`config.mk`:
```
export PLATFORM = sky130hd
export DESIGN_NAME = mc_ctrl_fsm
export DESIGN_NICKNAME = d
export VERILOG_FILES = /design/src/rtl/mc_ctrl_fsm.sv
export SDC_FILE = /design/constraint.sdc
export NUM_CORES = 1
export LEC_CHECK = 0
export ABC_AREA = 0
export ABC_CLOCK_PERIOD_IN_PS = 3550
export BUFFER_PORTS_ARGS = -buffer_cell sky130_fd_sc_hd__buf_2
export CORE_UTILIZATION = 44
export DETAILED_ROUTE_END_ITERATION = 7
export PLACE_DENSITY = 0.75
export SLEW_MARGIN = 40
export SYNTH_ARGS = -nofsm -noshare
export SYNTH_HDL_FRONTEND = slang
export SYNTH_SLANG_ARGS = --single-unit
```
`constraint.sdc`:
```
create_clock -name i_clk -period 3.55 [get_ports i_clk]
set_input_delay 0.5325 -clock i_clk [delete_from_list [all_inputs] [get_ports i_clk]]
set_output_delay 0.5325 -clock i_clk [all_outputs]
set_load 0.05 [all_outputs]
```
`src/rtl/mc_ctrl_fsm.sv`:
```
// Multi-cycle RV32I control sequencer: latches the fetched instruction, decodes the
// datapath control bus and gates PC/register/memory writes so each instruction commits once.
module mc_ctrl_fsm #(
    parameter int MEM_TIMEOUT = 16
) (
    input  logic        i_clk,
    input  logic        i_reset,
    input  logic [31:0] i_instr,
    input  logic        i_br_lt,
    input  logic        i_br_eq,
    input  logic        i_mem_ready,
    output logic        o_pc_en,
    output logic        o_pc_sel,
    output logic [3:0]  o_imm_sel,
    output logic        o_reg_wen,
    output logic        o_br_un,
    output logic        o_a_sel,
    output logic        o_b_sel,
    output logic        o_lui_sel,
    output logic [1:0]  o_alu_op,
    output logic [3:0]  o_load_type,
    output logic        o_load_signed,
    output logic        o_mem_rw,
    output logic [1:0]  o_wb_sel,
    output logic        o_insn_vld,
    output logic        o_illegal,
    output logic [2:0]  o_state
);

    typedef enum logic [2:0] {
        S_FETCH  = 3'd0,
        S_DECODE = 3'd1,
        S_EXEC   = 3'd2,
        S_MEM    = 3'd3,
        S_WB     = 3'd4,
        S_TRAP   = 3'd7
    } state_t;

    localparam logic [6:0] OP_R     = 7'b0110011;
    localparam logic [6:0] OP_I     = 7'b0010011;
    localparam logic [6:0] OP_LUI   = 7'b0110111;
    localparam logic [6:0] OP_AUIPC = 7'b0010111;
    localparam logic [6:0] OP_JAL   = 7'b1101111;
    localparam logic [6:0] OP_JALR  = 7'b1100111;
    localparam logic [6:0] OP_BR    = 7'b1100011;
    localparam logic [6:0] OP_LD    = 7'b0000011;
    localparam logic [6:0] OP_ST    = 7'b0100011;

    localparam logic [7:0] WAIT_LAST = 8'(MEM_TIMEOUT - 1);

    state_t      r_state;
    state_t      w_state_next;
    logic [31:0] r_ir;
    logic [7:0]  r_wait_cnt;
    logic [7:0]  w_wait_next;
    logic        r_illegal;

    logic [6:0]  w_opcode;
    logic [2:0]  w_funct3;
    logic        w_unused_ir;
    logic        w_taken;

    logic        w_is_br;
    logic        w_is_ld;
    logic        w_is_st;
    logic        w_bad;
    logic        w_dec_pc_sel;
    logic [3:0]  w_dec_imm_sel;
    logic        w_dec_br_un;
    logic        w_dec_a_sel;
    logic        w_dec_b_sel;
    logic        w_dec_lui_sel;
    logic [1:0]  w_dec_alu_op;
    logic [3:0]  w_dec_load_type;
    logic        w_dec_load_signed;
    logic [1:0]  w_dec_wb_sel;
    logic        w_active;

    assign w_opcode    = r_ir[6:0];
    assign w_funct3    = r_ir[14:12];
    assign w_unused_ir = ^{r_ir[31:15], r_ir[11:7]};

    always_comb begin
        w_taken = 1'b0;
        case (w_funct3)
            3'b000:  w_taken = i_br_eq;
            3'b001:  w_taken = ~i_br_eq;
            3'b100:  w_taken = i_br_lt;
            3'b101:  w_taken = ~i_br_lt;
            3'b110:  w_taken = i_br_lt;
            3'b111:  w_taken = ~i_br_lt;
            default: w_taken = 1'b0;
        endcase
    end

    always_comb begin
        w_is_br           = 1'b0;
        w_is_ld           = 1'b0;
        w_is_st           = 1'b0;
        w_bad             = 1'b0;
        w_dec_pc_sel      = 1'b0;
        w_dec_imm_sel     = 4'b0000;
        w_dec_br_un       = 1'b0;
        w_dec_a_sel       = 1'b0;
        w_dec_b_sel       = 1'b0;
        w_dec_lui_sel     = 1'b0;
        w_dec_alu_op      = 2'b00;
        w_dec_load_type   = 4'b0000;
        w_dec_load_signed = 1'b0;
        w_dec_wb_sel      = 2'b00;
        case (w_opcode)
            OP_R: begin
                w_dec_alu_op = 2'b01;
                w_dec_wb_sel = 2'b01;
            end
            OP_I: begin
                w_dec_alu_op = 2'b10;
                w_dec_b_sel  = 1'b1;
                w_dec_wb_sel = 2'b01;
            end
            OP_LUI: begin
                w_dec_lui_sel = 1'b1;
                w_dec_b_sel   = 1'b1;
                w_dec_imm_sel = 4'b1000;
                w_dec_wb_sel  = 2'b01;
            end
            OP_AUIPC: begin
                w_dec_a_sel   = 1'b1;
                w_dec_b_sel   = 1'b1;
                w_dec_imm_sel = 4'b1000;
                w_dec_wb_sel  = 2'b01;
            end
            OP_JAL: begin
                w_dec_a_sel   = 1'b1;
                w_dec_b_sel   = 1'b1;
                w_dec_imm_sel = 4'b0100;
                w_dec_wb_sel  = 2'b10;
                w_dec_pc_sel  = 1'b1;
            end
            OP_JALR: begin
                w_dec_b_sel  = 1'b1;
                w_dec_wb_sel = 2'b10;
                w_dec_pc_sel = 1'b1;
            end
            OP_BR: begin
                w_is_br       = 1'b1;
                w_dec_a_sel   = 1'b1;
                w_dec_b_sel   = 1'b1;
                w_dec_imm_sel = 4'b0010;
                w_dec_br_un   = (w_funct3[2:1] == 2'b11);
                w_dec_pc_sel  = w_taken;
                w_bad         = (w_funct3[2:1] == 2'b01);
            end
            OP_LD: begin
                w_is_ld     = 1'b1;
                w_dec_b_sel = 1'b1;
                case (w_funct3)
                    3'b000: begin w_dec_load_type = 4'b0001; w_dec_load_signed = 1'b1; end
                    3'b001: begin w_dec_load_type = 4'b0011; w_dec_load_signed = 1'b1; end
                    3'b010: begin w_dec_load_type = 4'b1111; w_dec_load_signed = 1'b1; end
                    3'b100: w_dec_load_type = 4'b0001;
                    3'b101: w_dec_load_type = 4'b0011;
                    default: w_bad = 1'b1;
                endcase
            end
            OP_ST: begin
                w_is_st       = 1'b1;
                w_dec_b_sel   = 1'b1;
                w_dec_imm_sel = 4'b0001;
                w_bad         = (w_funct3 > 3'b010);
            end
            default: w_bad = 1'b1;
        endcase
    end

    // Decoded controls are only exposed while an instruction is in flight.
    assign w_active = (r_state != S_FETCH) && (r_state != S_TRAP);

    always_comb begin
        w_state_next  = r_state;
        w_wait_next   = r_wait_cnt;
        o_pc_en       = 1'b0;
        o_reg_wen     = 1'b0;
        o_mem_rw      = 1'b0;
        o_insn_vld    = 1'b0;
        o_pc_sel      = w_active & w_dec_pc_sel;
        o_imm_sel     = w_active ? w_dec_imm_sel : 4'b0000;
        o_br_un       = w_active & w_dec_br_un;
        o_a_sel       = w_active & w_dec_a_sel;
        o_b_sel       = w_active & w_dec_b_sel;
        o_lui_sel     = w_active & w_dec_lui_sel;
        o_alu_op      = w_active ? w_dec_alu_op : 2'b00;
        o_load_type   = w_active ? w_dec_load_type : 4'b0000;
        o_load_signed = w_active & w_dec_load_signed;
        o_wb_sel      = w_active ? w_dec_wb_sel : 2'b00;
        case (r_state)
            S_FETCH:  w_state_next = S_DECODE;
            S_DECODE: w_state_next = w_bad ? S_TRAP : S_EXEC;
            S_EXEC: begin
                if (w_is_br) begin
                    o_pc_en      = 1'b1;
                    o_insn_vld   = 1'b1;
                    w_state_next = S_FETCH;
                end else if (w_is_ld || w_is_st) begin
                    w_wait_next  = 8'd0;
                    w_state_next = S_MEM;
                end else begin
                    w_state_next = S_WB;
                end
            end
            S_MEM: begin
                o_mem_rw = w_is_st;
                if (i_mem_ready) begin
                    w_wait_next = 8'd0;
                    if (w_is_st) begin
                        o_pc_en      = 1'b1;
                        o_insn_vld   = 1'b1;
                        w_state_next = S_FETCH;
                    end else begin
                        w_state_next = S_WB;
                    end
                end else if (r_wait_cnt == WAIT_LAST) begin
                    w_wait_next  = 8'd0;
                    w_state_next = S_TRAP;
                end else begin
                    w_wait_next = r_wait_cnt + 8'd1;
                end
            end
            S_WB: begin
                o_reg_wen    = 1'b1;
                o_pc_en      = 1'b1;
                o_insn_vld   = 1'b1;
                w_state_next = S_FETCH;
            end
            S_TRAP:   w_state_next = S_TRAP;
            default:  w_state_next = S_FETCH;
        endcase
    end

    always_ff @(posedge i_clk or posedge i_reset) begin
        if (i_reset) begin
            r_state    <= S_FETCH;
            r_ir       <= 32'd0;
            r_wait_cnt <= 8'd0;
            r_illegal  <= 1'b0;
        end else begin
            r_state    <= w_state_next;
            r_wait_cnt <= w_wait_next;
            if (r_state == S_FETCH)
                r_ir <= i_instr;
            if (w_state_next == S_TRAP)
                r_illegal <= 1'b1;
        end
    end

    assign o_illegal = r_illegal;
    assign o_state   = r_state;

endmodule

```
==> results of run 1 <==
==> cell families after synthesis <==
logic type,Yosys count,synth area share
AND/OR/NAND/NOR,70,0.2900
AO/OA/AOI/OAI,36,0.1762
flip-flops,22,0.3710
buffers and inverters,16,0.04806
multiplexers,11,0.08263
XOR/XNOR,4,0.02361
adder cells (fa/ha/maj),1,0.008430
==> synth_stat cells (2+ instances only) <==
cell	count
sky130_fd_sc_hd__a211oi_1	2
sky130_fd_sc_hd__a21oi_1	3
sky130_fd_sc_hd__and2_1	4
sky130_fd_sc_hd__and3_1	7
sky130_fd_sc_hd__buf_2	3
sky130_fd_sc_hd__buf_4	2
sky130_fd_sc_hd__clkbuf_1	5
sky130_fd_sc_hd__dfrtp_1	22
sky130_fd_sc_hd__inv_1	6
sky130_fd_sc_hd__mux2_2	10
sky130_fd_sc_hd__nand2_1	10
sky130_fd_sc_hd__nand2b_1	5
sky130_fd_sc_hd__nand3_1	3
sky130_fd_sc_hd__nand3b_1	3
sky130_fd_sc_hd__nor2_1	11
sky130_fd_sc_hd__nor2b_1	2
sky130_fd_sc_hd__nor3_1	7
sky130_fd_sc_hd__nor3b_1	2
sky130_fd_sc_hd__nor4_1	2
sky130_fd_sc_hd__o21ai_0	9
sky130_fd_sc_hd__o21ai_1	3
sky130_fd_sc_hd__o21ai_2	2
sky130_fd_sc_hd__o31ai_1	6
sky130_fd_sc_hd__or2_2	3
sky130_fd_sc_hd__xnor2_1	2
sky130_fd_sc_hd__xor2_1	2
==> power groups by stage <==
stage               combinational, mW  sequential [mW]  clock (mW)
finish                         0.0154            0.251       0.137
global route                   0.0179            0.251       0.153
CTS                            0.0159            0.251       0.145
detailed placement             0.0159            0.255           0
global placement               0.0150            0.255           0
floorplan                     0.00603            0.255           0
==> metal layers <==
metal  GRT usage  wire [µm]  up-vias
li1            -          -      649
met1      0.2432       1423      612
met2      0.3349       1628       36
met3     0.03030        149        5
met4     0.08306         43        0
met5           0          0        -
==> sequential cells by signal, indices dropped and copies added, names as in the netlist <==
| register | cells |
|---|---|
| o_illegal | 1 |
| o_state | 3 |
| r_wait_cnt | 8 |
| r_ir | 10 |
==> critical path, delay by kind of cell (launching register included) <==
kind          cells  cell delay, ns
flops             1            0.46
buf+inv           1            0.25
simple gates      4            1.33
==> area by class of cell <==
cell class,instances,share of cell area
clock buffer,4,0.02092
inverter,6,0.01299
sequential,22,0.3175
timing repair buffer,41,0.1198
multi-input combinational,122,0.4971
tap,44,0.03175
==> final timing paths <==
check,startpoint,to,cells after the start
max in group asynchronous,i_reset,r_ir[12]$_DFFE_PP0N_,2
setup reg to reg,r_ir[3]$_DFFE_PP0N_,r_wait_cnt[4]$_DFFE_PP0P_,5
hold / removal,i_reset,r_ir[2]$_DFFE_PP0N_,2
min in group i_clk,i_instr[2],r_ir[2]$_DFFE_PP0N_,2
hold reg to reg,o_illegal$_DFFE_PP0N_,o_illegal$_DFFE_PP0N_,1
setup / recovery,r_ir[3]$_DFFE_PP0N_,o_br_un,5
==> cells in the final DEF, fill, tap and decap left out, types with 6 or more instances in the layout <==
master,instances
sky130_fd_sc_hd__buf_2,40
sky130_fd_sc_hd__o31ai_1,6
sky130_fd_sc_hd__nor3_1,7
sky130_fd_sc_hd__nand2_1,10
sky130_fd_sc_hd__and3_1,7
sky130_fd_sc_hd__o21ai_0,9
sky130_fd_sc_hd__dfrtp_1,22
sky130_fd_sc_hd__nor2_1,11
sky130_fd_sc_hd__mux2_2,10
==> impl_summary.md, run 1 <==
STA
The clock period minus worst slack is 2.888 ns. Adding up every negative setup slack in the final design gives 0 ns. The worst clock skew is 0.0005021 ns. The measured slew at the worst slew-check pin is 0.4761 ns.

The relative slew slack is 0.6801. The number of max-slew violations in the final report is 0. The number of endpoints with negative hold slack in the final report is 0. The highest achievable clock rate is 346.2 MHz. The final worst slack is 0.6618 ns. Setup repair after global routing left no endpoint under its margin.

Across all hold checks on the routed design, the worst slack comes to 0.2163 ns. The final critical-path share of the clock period is 0.8136. Setup violations remaining at the end of the flow were counted as 0.

Power
Of the total power, the clock network draws 0.340. Dividing total power by cell area gives a power density of 232.1 nW/µm². The total power consumption of the routed design is 0.4026 mW. The standby leakage power is 0.8068 nW. The internal power of the cells totals 0.3200 mW. The fraction of power spent switching nets is 0.2051. The net switching power figure is 0.08258 mW. The worst ir drop on vdd is 0.1592 mV. Of the total power, registers draw 0.622. Of the total power, combinational logic draws 0.038.

Route
The first detailed-routing pass ran for 4 iterations. Using the TritonRoute via totals, the vias-per-cell ratio works out to 5.448. The number of remaining DRC errors is 0.

The average routed wire per standard cell is 13.58 µm. The count of nets left with antenna violations after detail routing is 0. After the first detailed-routing iteration, the DRC count stood at 50. The total number of vias is 1302. Wires add up to 3245 µm.

CTS
CTS built an H-tree with a depth of 1. The number of buffers inserted by post-CTS setup repair is 0. The clock reaches the later pin of the worst-skew pair after 0.30 ns.

TritonCTS built the clock tree. The tree is rooted in a sky130_fd_sc_hd__clkbuf_4. The clock passes through at most 2 buffers. The count of instances resized after the clock tree is built is 0. The number of buffers created by CTS is 3. After clock tree synthesis, the clock-pin slew on the worst setup and hold paths is 0.12 ns. The CTS sink count is 22.

The count of hold-fix buffers inserted at cts is 0.

Global routing
The number of antenna violations at the first check in global routing is 0. The number of global-route vias before repair is 1202. In the global route stage, overall resource usage came out at 0.1957. Entering global routing, the biggest net connects 23 pins. The first global-routing pass estimated 5292 µm of wire.

The total grt overflow is 0.

Status
The flow ran to the end, and the final reports show no timing, DRC or antenna violations.

Die
63 I/O pins were placed. The initial core utilization is 0.4744. The placeable core region is 3128 µm². The die extent in y is 60.08 µm. The overall die width is 60.08 µm. The number of cell rows is 20. The total die area is 3609 µm².

Critical path
At the worst endpoint, the required time is 3.02 ns. The type of the worst setup path is register to output pin. The data arrival at the endpoint of the critical path is 2.36 ns. In this run the register-to-register setup slack is 1.67 ns. The worst setup path is launched from a register. The largest incremental delay on the critical path is 0.49 ns.

For this design, the slowest cell found on the critical path is sky130_fd_sc_hd__nand4bb_1. The signal on the critical path passes through nand4bb_1 > or2_1 > nor3_2 > and3_1 > buf_2. The maximum net fanout on the critical path is 10. The worst setup path is captured at an output pin.

Synthesis
Each instance of the synthesized netlist takes up on average 9.275 µm². Synthesis instantiated 50 different standard cells from the library. The flop and latch count out of synthesis is 22. Ranked by total cell area, the synthesized netlist is headed by sky130_fd_sc_hd__dfrtp_1 37%, sky130_fd_sc_hd__mux2_2 7.6%, sky130_fd_sc_hd__o21ai_0 3.0%. Among all flip-flop cells after synthesis, the most frequent one is sky130_fd_sc_hd__dfrtp_1. sky130_fd_sc_hd__dfrtp_1 takes more of the synthesized area than any other cell. The top cell type's share of synthesized area is 0.3710.

For this run, asynchronously set or reset flops after synthesis account for 1.000. Synthesis handed over a netlist of 160 instances. Counting flops with a built-in enable in the synthesized netlist gives 0. When the netlist entered floorplanning its net count stood at 198. The count of warnings emitted by yosys is 0. The netlist area before placement is 1484 µm². The share of the Yosys chip area taken by registers is 0.3710.

Min path
The tightest min-delay check is of the input pin to asynchronous set/reset pin type.

Cells and area
From synthesis to final layout, the design area changed by 16.86%. The fraction of layout instances using a drive strength above 1 is 0.3795. The number of nets in the layout is 234. The final cell utilization of the core is 0.5544. The final cell count without fillers is 239. Registers take 550.5 µm².

The filler cell count in the final layout is 307. In the final layout, the multi-input gates occupy 862.1 µm². The final design instance area without fill is 1734 µm². The number of diodes is 0.

Placement
The congestion estimate from routability-driven global placement came to 0.8284. The cell count after placement is 235. The HPWL after detailed placement is 2504 µm. The setup slack after placement is 0.9924 ns. The quantity of I/O buffers inserted on ports is 40. The placed instance area is 1698 µm².

Job
Max-cap violations in this run came to 0.
No activity file was read; power rests on OpenSTA's default activity.
==> inputs of run 2 (changes only) <==
Settings changed: ABC_AREA 0 to 1, ABC_CLOCK_PERIOD_IN_PS 3550 to 2950.
Clock period 3.55 ns to 2.95 ns, I/O delays scaled along.
==> impl_summary.md, run 2 <==
Power
The proportion of power drawn by the clock network came to 0.304 (-0.036). The net switching power figure is 0.1017 mW (+23%). The relative contribution of sequential cells to total power is 0.657 (+0.035).

The combinational cell fraction of total power was 0.039 (about the same). The fraction of power spent switching nets was 0.2218 (+0.01665). The internal power component was 0.3569 mW (+12%). The standby leakage power was 0.8612 nW (+6.7%). The worst ir drop on vdd is 0.1512 mV (-5.0%).

The power per unit of standard cell area is 266.2 nW/µm² (+15%).

Critical path
The worst reg2reg path startpoint is o_state[1]$_DFF_PP0_. The worst-case reg-to-reg path depth is 7 (+2). STA classifies the critical path endpoint as an output pin.

The signal on the critical path passes through inv_1 > nand2_4 > inv_2 > nor2_2 > inv_2 > nor2_4 > nand2_2 > nor2_4 > o21a_1 > buf_2. The worst-path cell with the longest stage delay is sky130_fd_sc_hd__dfrtp_1. The worst setup path is of the register to output pin kind.

The largest incremental delay on the critical path is 0.41 ns (-0.08 ns). The data arrival at the endpoint of the critical path is 2.13 ns (-0.23 ns). STA classifies the critical path startpoint as a register.

The maximum net fanout on the critical path is 17 (+7). The capture instance of the worst register-to-register path is r_wait_cnt[3]$_DFFE_PP0P_. The data required time at the worst endpoint is 2.51 ns (-0.51 ns). The register-to-register path setup slack is 1.24 ns (-0.43 ns).

Global routing
The pin count of the biggest net entering global routing is 23 (unchanged). The total grt overflow is 0 (unchanged). The global-route wire length before repair is 5313 µm (+0.40%).

The number of global-route vias before repair is 1216 (+1.2%). The number of antenna violations at the first check in global routing is 0 (unchanged). The combined global-route utilization of all metal layers was 0.1974 (+0.001639).

Synthesis
The cell with the most instances after synthesis is sky130_fd_sc_hd__nand2_1. The share of synthesized flip-flops with an asynchronous set or reset is 1.000 (unchanged). The number of instances in the synthesized netlist is 206 (+29%). The largest area contributor in the synthesized netlist is sky130_fd_sc_hd__dfrtp_1. The prevailing post-synth register cell is sky130_fd_sc_hd__dfrtp_1. The flop and latch count out of synthesis is 22 (unchanged). The number of enable-type register cells in the synthesized netlist is 0 (unchanged). The distinct cell type count after synthesis is 34 (-32%). The top cell type's share of synthesized area is 0.3713 (about the same).

The average instance area after synthesis is 7.197 µm² (-22%). Yosys attributes the largest share of cell area to sky130_fd_sc_hd__dfrtp_1 37%, sky130_fd_sc_hd__nand2_1 12%, sky130_fd_sc_hd__nor2_1 9.4%. The netlist area before placement came to 1483 µm² (about the same). The commonest cells after synthesis are 47 x sky130_fd_sc_hd__nand2_1, 37 x sky130_fd_sc_hd__nor2_1, 24 x sky130_fd_sc_hd__inv_1, 22 x sky130_fd_sc_hd__dfrtp_1, 15 x sky130_fd_sc_hd__nand3_1. The count of warnings emitted by yosys is 0 (unchanged).

The fraction of the yosys area taken by sequential cells is 0.3713 (about the same). The synthesized netlist net count came to 244 (+23%).

Die
The total die area is 3606 µm² (about the same). The initial core utilization is 0.4740 (about the same). The overall die width was 60.05 µm (about the same). The number of cell rows was 20 (unchanged). The number of top-level design ports is 63 (unchanged).

The placeable core region is 3128 µm² (unchanged). The die extent in y is 60.05 µm (about the same).

STA
Setup repair after global routing left no endpoint under its margin. The number of max-slew violations in the final report is 0 (unchanged). The final worst slack is 0.3789 ns (-0.2830 ns). The worst clock skew is 0.0008351 ns (+0.0003331 ns).

The worst hold slack is 0.1257 ns (-0.09059 ns). Counting I/O delays and the setup requirement, the final critical path takes 2.571 ns. The final critical-path share of the clock period is 0.8716. The number of endpoints with negative hold slack in the final report is 0 (unchanged). The measured slew at the worst slew-check pin is 0.7505 ns (+0.2743 ns).

The relative slew slack was 0.4978 (-0.1823). The highest achievable clock rate is 388.9 MHz. The count of final setup violators came to 0 (unchanged). The total negative slack for setup checks is 0 ns (unchanged).

Route
The average routed wire per standard cell is 10.88 µm (-20%). The total number of vias is 1401 (+7.6%). The detailed router's first-iteration violation count was 80 (+60%). The vias per cell was 4.882 (-10%). The number of remaining DRC errors is 0 (unchanged). The aggregate routed wire length is 3123 µm (-3.8%). The count of nets left with antenna violations after detail routing is 0 (unchanged).

The number of iterations in the first detailed-routing pass is 4 (unchanged).

CTS
The count of hold-fix buffers inserted at cts is 0 (unchanged). The largest buffer count on any clock path is 2 (unchanged). The number of buffers inserted by post-CTS setup repair came to 0 (unchanged). The clock-pin transition on the worst setup and hold timing paths is 0.12 ns (about the same). The number of buffers created by CTS came to 3 (unchanged). The count of instances resized after the clock tree is built was 0 (unchanged). TritonCTS built the clock tree. The CTS sink count is 22 (unchanged). The cell at the root of the clock tree is sky130_fd_sc_hd__clkbuf_4. The clock insertion delay at the later pin of the skew report is 0.31 ns (about the same). The total number of H-tree levels came to 1 (unchanged).

Cells and area
The fraction of layout instances using a drive strength above 1 came to 0.2881 (-0.09142). The library cell used most frequently in the layout, excluding fill and tap cells, is sky130_fd_sc_hd__nand2_1. Ranked by flip-flop count, first place goes to r_ir. The final cell count without fillers came to 287 (+20%). The number of flip-flops in the largest register is 10 (unchanged). The number of nets in the layout is 283 (+21%). The final design instance area without fill is 1723 µm² (-0.65%).

The number of diodes was 0 (unchanged). The library cells used most frequently in the layout, excluding fill and tap cells, are 47 x sky130_fd_sc_hd__nand2_1, 40 x sky130_fd_sc_hd__buf_2, 37 x sky130_fd_sc_hd__nor2_1, 23 x sky130_fd_sc_hd__inv_1, 22 x sky130_fd_sc_hd__dfrtp_1. Relative to the synthesized area, the layout overhead comes to 16.20%.

Min path
The path type of the worst min-delay path is input pin to asynchronous set/reset pin.

Status
The run finished with clean final reports.

Placement
The quantity of I/O buffers inserted on ports was 40 (unchanged). The setup slack after placement came to 0.7323 ns (-0.2601 ns). The cell count after placement was 284 (+21%). The sum of net half-perimeters after detailed placement is 2405 µm (-3.9%).

The routability congestion estimate is 0.8752 (+5.6%). The placed instance area came to 1700 µm² (+0.15%).

Job
The max-capacitance violation count is 0 (unchanged).
-- run 2: changes by cell type in the layout (fill, tap and decap cells not counted), sizes merged, moves of 5 or more --
cell and delta:
nand2b -5, nor2 +33, nand2 +42, nand3 +13, inv +22, o31ai -5
mux2 -10, nor3 -7, and3 -8
-- run 2: how the worst max path moves through the flow --
| stage | slack (ns) | cells after the start | startpoint | to |
|---|---|---|---|---|
| 2_1_floorplan | 0.06 | 7 | o_state[2]$_DFF_PP0_ | o_pc_sel |
| 3_3_place_gp | 0.74 | 10 | o_state[2]$_DFF_PP0_ | o_load_type[1] |
| 3_5_place_dp | 0.73 | 10 | o_state[2]$_DFF_PP0_ | o_load_type[1] |
| 4_1_cts | 0.36 | 10 | o_state[2]$_DFF_PP0_ | o_load_type[1] |
| 5_1_grt | 0.18 | 9 | o_state[2]$_DFF_PP0_ | o_load_type[3] |
| 6_report | 0.38 | 10 | o_state[2]$_DFF_PP0_ | o_load_type[1] |
-- run 2: worst max-delay path, delay by kind of cell (launching register included) --
family | cells | cell delay [ns]
AO/OA/AOI/OAI | 1 | 0.12
flip-flops | 1 | 0.41
AND/OR/NAND/NOR | 5 | 0.64
buffers and inverters | 4 | 0.66
-- run 2: power groups by stage --
| stage | logic, mW | registers [mW] | clock network [mW] |
|---|---|---|---|
| floorplan | 0.00667 | 0.307 | 0 |
| global placement | 0.0181 | 0.307 | 0 |
| detailed placement | 0.0182 | 0.307 | 0 |
| CTS | 0.0183 | 0.302 | 0.142 |
| global route | 0.0205 | 0.302 | 0.158 |
| finish | 0.0177 | 0.301 | 0.139 |
-- run 2: cell families (layout without fill, tap and decap cells) --
| kind of cell | count (synthesis) | after routing | synth area share |
|---|---|---|---|
| and+or+nand+nor | 119 | 119 | 0.3781 |
| buffers and inverters | 34 | 71 | 0.1021 |
| AOI/OAI and AO/OA | 27 | 27 | 0.1224 |
| DFF | 22 | 22 | 0.3713 |
| xor gates and xnor gates | 3 | 3 | 0.01772 |
| adders and majority gates | 1 | 1 | 0.008437 |
-- run 2: metal layers --
layer,vias up,GRT usage,part of all wire
li1,729,-,-
met1,634,0.3001,0.50
met2,33,0.2857,0.44
met3,5,0.01948,0.043
met4,0,0.07641,0.015
met5,-,0,0
-- run 2: final cells by class --
| type | count | area (µm²) |
|---|---|---|
| fillers | 307 | 1405 |
| multi-input cells | 150 | 789.5 |
| flip-flops and latches | 22 | 550.5 |
| repair buffers | 40 | 200.2 |
| inverters | 28 | 105.1 |
| well taps | 44 | 55.05 |
| clock buffers | 3 | 22.52 |
-- run 2: metrics by stage --
stage,total power [mW],util
CTS,0.4618,0.5508
global route,0.4804,0.5508
finish,0.4586,0.5508
detailed placement,0.3255,0.5436
global placement,0.3253,0.5436
floorplan,0.3139,-
==> inputs of run 3 (changes only) <==
Settings changed: CORE_ASPECT_RATIO set to 1.5.
==> impl_summary.md, run 3 (synthesis gave the netlist of run 2 again) <==
Status
The run finished with clean final reports.

Cells and area
In the layout the commonest cells are 47 x sky130_fd_sc_hd__nand2_1, 40 x sky130_fd_sc_hd__buf_2, 37 x sky130_fd_sc_hd__nor2_1, 23 x sky130_fd_sc_hd__inv_1, 22 x sky130_fd_sc_hd__dfrtp_1. The filler cell count in the final layout was 343 (+12%). The most frequent standard cell in the layout excluding fill and tap cells is sky130_fd_sc_hd__nand2_1. The number of diodes came to 0 (unchanged). The register with the most flip-flops in the final layout is r_ir. The relative area change from synthesis to final layout is 17.13%. The fraction of layout instances using a drive strength above 1 is 0.2881 (unchanged). The number of flip-flops in the largest register came to 10 (unchanged). The final design instance area without fill was 1737 µm² (+0.80%).

The number of nets in the layout is 283 (unchanged).

STA
The count of final setup violators came to 0 (unchanged). The number of max-slew violations in the final report is 0 (unchanged). The worst hold slack came to 0.1871 ns (+0.06148 ns).

The total negative slack for setup checks is 0 ns (unchanged). The final critical-path share of the clock period came to 0.8313 (-0.04032). The clock period minus worst slack is 2.452 ns (-0.1189 ns). The worst clock skew was 0.001364 ns (+0.0005284 ns). The highest achievable clock rate is 407.8 MHz (+4.9%). The number of endpoints with negative hold slack in the final report is 0 (unchanged). The relative slew slack is 0.4880 (-0.009809). The measured slew at the worst slew-check pin was 0.7651 ns (+0.01466 ns).

Setup repair after global routing left no endpoint under its margin.

Power
The total power consumption of the routed design was 0.5039 mW (+9.9%). The worst ir drop on vdd is 0.3056 mV (+100%). The internal power component is 0.4002 mW (+12%). The net switching power figure came to 0.1037 mW (+1.9%). The combinational cell fraction of total power is 0.036 (-0.003). The power per unit of standard cell area is 290.1 nW/µm² (+9.0%).

The relative contribution of sequential cells to total power is 0.598 (-0.059). The fraction of power spent switching nets came to 0.2058 (-0.01601). The standby leakage power is 0.8690 nW (+0.90%). The proportion of power drawn by the clock network is 0.366 (+0.062).

Critical path
The type of the worst setup path is register to output pin. The maximum net fanout on the critical path is 17 (unchanged). The startpoint class of the critical path is a register. The largest incremental delay on the critical path was 0.43 ns (+0.02 ns). The data arrival at the endpoint of the critical path is 2.01 ns (-0.12 ns). Traced cell by cell, the critical path runs through nor2_2 > nand2_4 > inv_2 > nor2_2 > inv_2 > nor2_4 > nand2_2 > nor2_4 > o21a_1 > buf_2. The endpoint type of the worst setup path is an output pin.

The number of buffers and inverters on the critical path was 3 (-1). The data required time at the worst endpoint is 2.51 ns (about the same). The kind of cell adding the most delay to the critical path is buffers and inverters. The worst-path cell with the longest stage delay is sky130_fd_sc_hd__dfrtp_1.

Route
The vias per cell is 4.873 (-0.18%). The wire length on met1 is 1327 µm (-15%). The highest metal layer with signal wires is met4. The total met3 wirelength after detailed routing came to 126 µm (-6.0%). The aggregate routed wire length was 3244 µm (+3.9%). The total number of vias is 1379 (-1.6%).

The number of iterations in the first detailed-routing pass was 4 (unchanged). The count of nets left with antenna violations after detail routing is 0 (unchanged). The average routed wire per standard cell came to 11.46 µm (+5.3%). The detailed router's first-iteration violation count was 40 (-50%). The sum of met2 wire segment lengths after detailed routing is 1743 µm (+27%).

The number of remaining DRC errors came to 0 (unchanged).

CTS
The clock insertion delay at the later pin of the skew report was 0.26 ns (-0.05 ns). The count of instances resized after the clock tree is built is 0 (unchanged). The number of buffers inserted by post-CTS setup repair is 0 (unchanged). The root buffer cell chosen for the clock tree is sky130_fd_sc_hd__clkbuf_8.

The clock-pin transition on the worst setup and hold timing paths came to 0.07 ns (-0.05 ns). The total number of H-tree levels is 1 (unchanged). TritonCTS built the clock tree. The number of buffers created by CTS is 3 (unchanged). The CTS sink count is 22 (unchanged). The largest buffer count on any clock path was 2 (unchanged).

The count of hold-fix buffers inserted at cts is 0 (unchanged).

Placement
The placed instance area is 1695 µm² (-0.29%). The quantity of I/O buffers inserted on ports is 40 (unchanged). The routability congestion estimate was 0.9156 (+4.6%). The sum of net half-perimeters after detailed placement is 2569 µm (+6.8%).

Global routing
The global-route wire length before repair is 5761 µm (+8.4%). The total grt overflow was 0 (unchanged). The number of global-route vias before repair is 1379 (+13%).

The combined global-route utilization of all metal layers was 0.2069 (+0.009576). The number of antenna violations at the first check in global routing is 0 (unchanged). The pin count of the biggest net entering global routing is 23 (unchanged).

Die
The overall die width is 49.40 µm (-18%). The number of top-level design ports is 63 (unchanged). The die extent in y is 73.10 µm (+22%).

The number of cell rows was 25 (+25%). The total die area was 3611 µm² (+0.13%). The placeable core region is 3191 µm² (+2.0%). The initial core utilization was 0.4647 (-0.009294).

Min path
The path type of the worst min-delay path is input pin to asynchronous set/reset pin.

Job
The max-capacitance violation count is 0 (unchanged).
## run 3: changes by cell type in the layout (fill, tap and decap cells not counted)
cell / previous run / this run
sky130_fd_sc_hd__clkbuf_4: 3 / 0
sky130_fd_sc_hd__clkbuf_8: 0 / 3
## run 3: cell type report
cell class,count,area [µm²],area share
sequential,22,550.5,0.3170
timing repair buffer,40,200.2,0.1153
tap,40,50.05,0.02882
clock buffer,3,41.29,0.02378
multi-input combinational,150,789.5,0.4546
inverter,28,105.1,0.06052
## run 3: through the flow
step | setup slack [ns] | cells | utilization
after floorplan | 0.05670 | 206 | -
after global placement | 0.7664 | 280 | 0.5314
after detailed placement | 0.7591 | 280 | 0.5314
after CTS | 0.4703 | 283 | 0.5443
after global routing | 0.3084 | 283 | 0.5443
final | 0.4978 | 283 | 0.5443
## run 3: power groups by stage
stage	clock network (mW)	logic [mW]	registers [mW]
floorplan	0	0.00667	0.307
global placement	0	0.0180	0.307
detailed placement	0	0.0186	0.307
CTS	0.189	0.0186	0.301
global route	0.196	0.0207	0.301
finish	0.185	0.0180	0.301
## run 3: metal layers
layer  global-route usage  up-vias
li1                     -      729
met1               0.2307      608
met2               0.3896       38
met3              0.02083        4
met4              0.09524        0
met5                    0        -
## run 3: worst reg2reg max path: stages (launching register included)
cell,delay [ns]
sky130_fd_sc_hd__dfrtp_1,0.43
sky130_fd_sc_hd__inv_1,0.09
sky130_fd_sc_hd__nor2_1,0.04
sky130_fd_sc_hd__nand2_1,0.11
sky130_fd_sc_hd__nor2_2,0.06
sky130_fd_sc_hd__nor2_1,0.58
sky130_fd_sc_hd__o21ai_0,0.18
sky130_fd_sc_hd__o21a_1,0.14
## run 3: path summary, 6_finish.rpt
kind                       cells past startpoint                        end  slack (ns)             startpoint
min in group i_clk                             3        r_ir[0]$_DFFE_PP0N_        0.37             i_instr[0]
max in group asynchronous                      2       r_ir[13]$_DFFE_PP0N_        2.44                i_reset
setup / recovery                              10             o_load_type[1]        0.50   o_state[1]$_DFF_PP0_
hold reg to reg                                2      o_illegal$_DFFE_PP0N_        0.46  o_illegal$_DFFE_PP0N_
hold / removal                                 2  r_wait_cnt[6]$_DFFE_PP0P_        0.19                i_reset
setup reg to reg                               7  r_wait_cnt[3]$_DFFE_PP0P_        1.22   o_state[1]$_DFF_PP0_
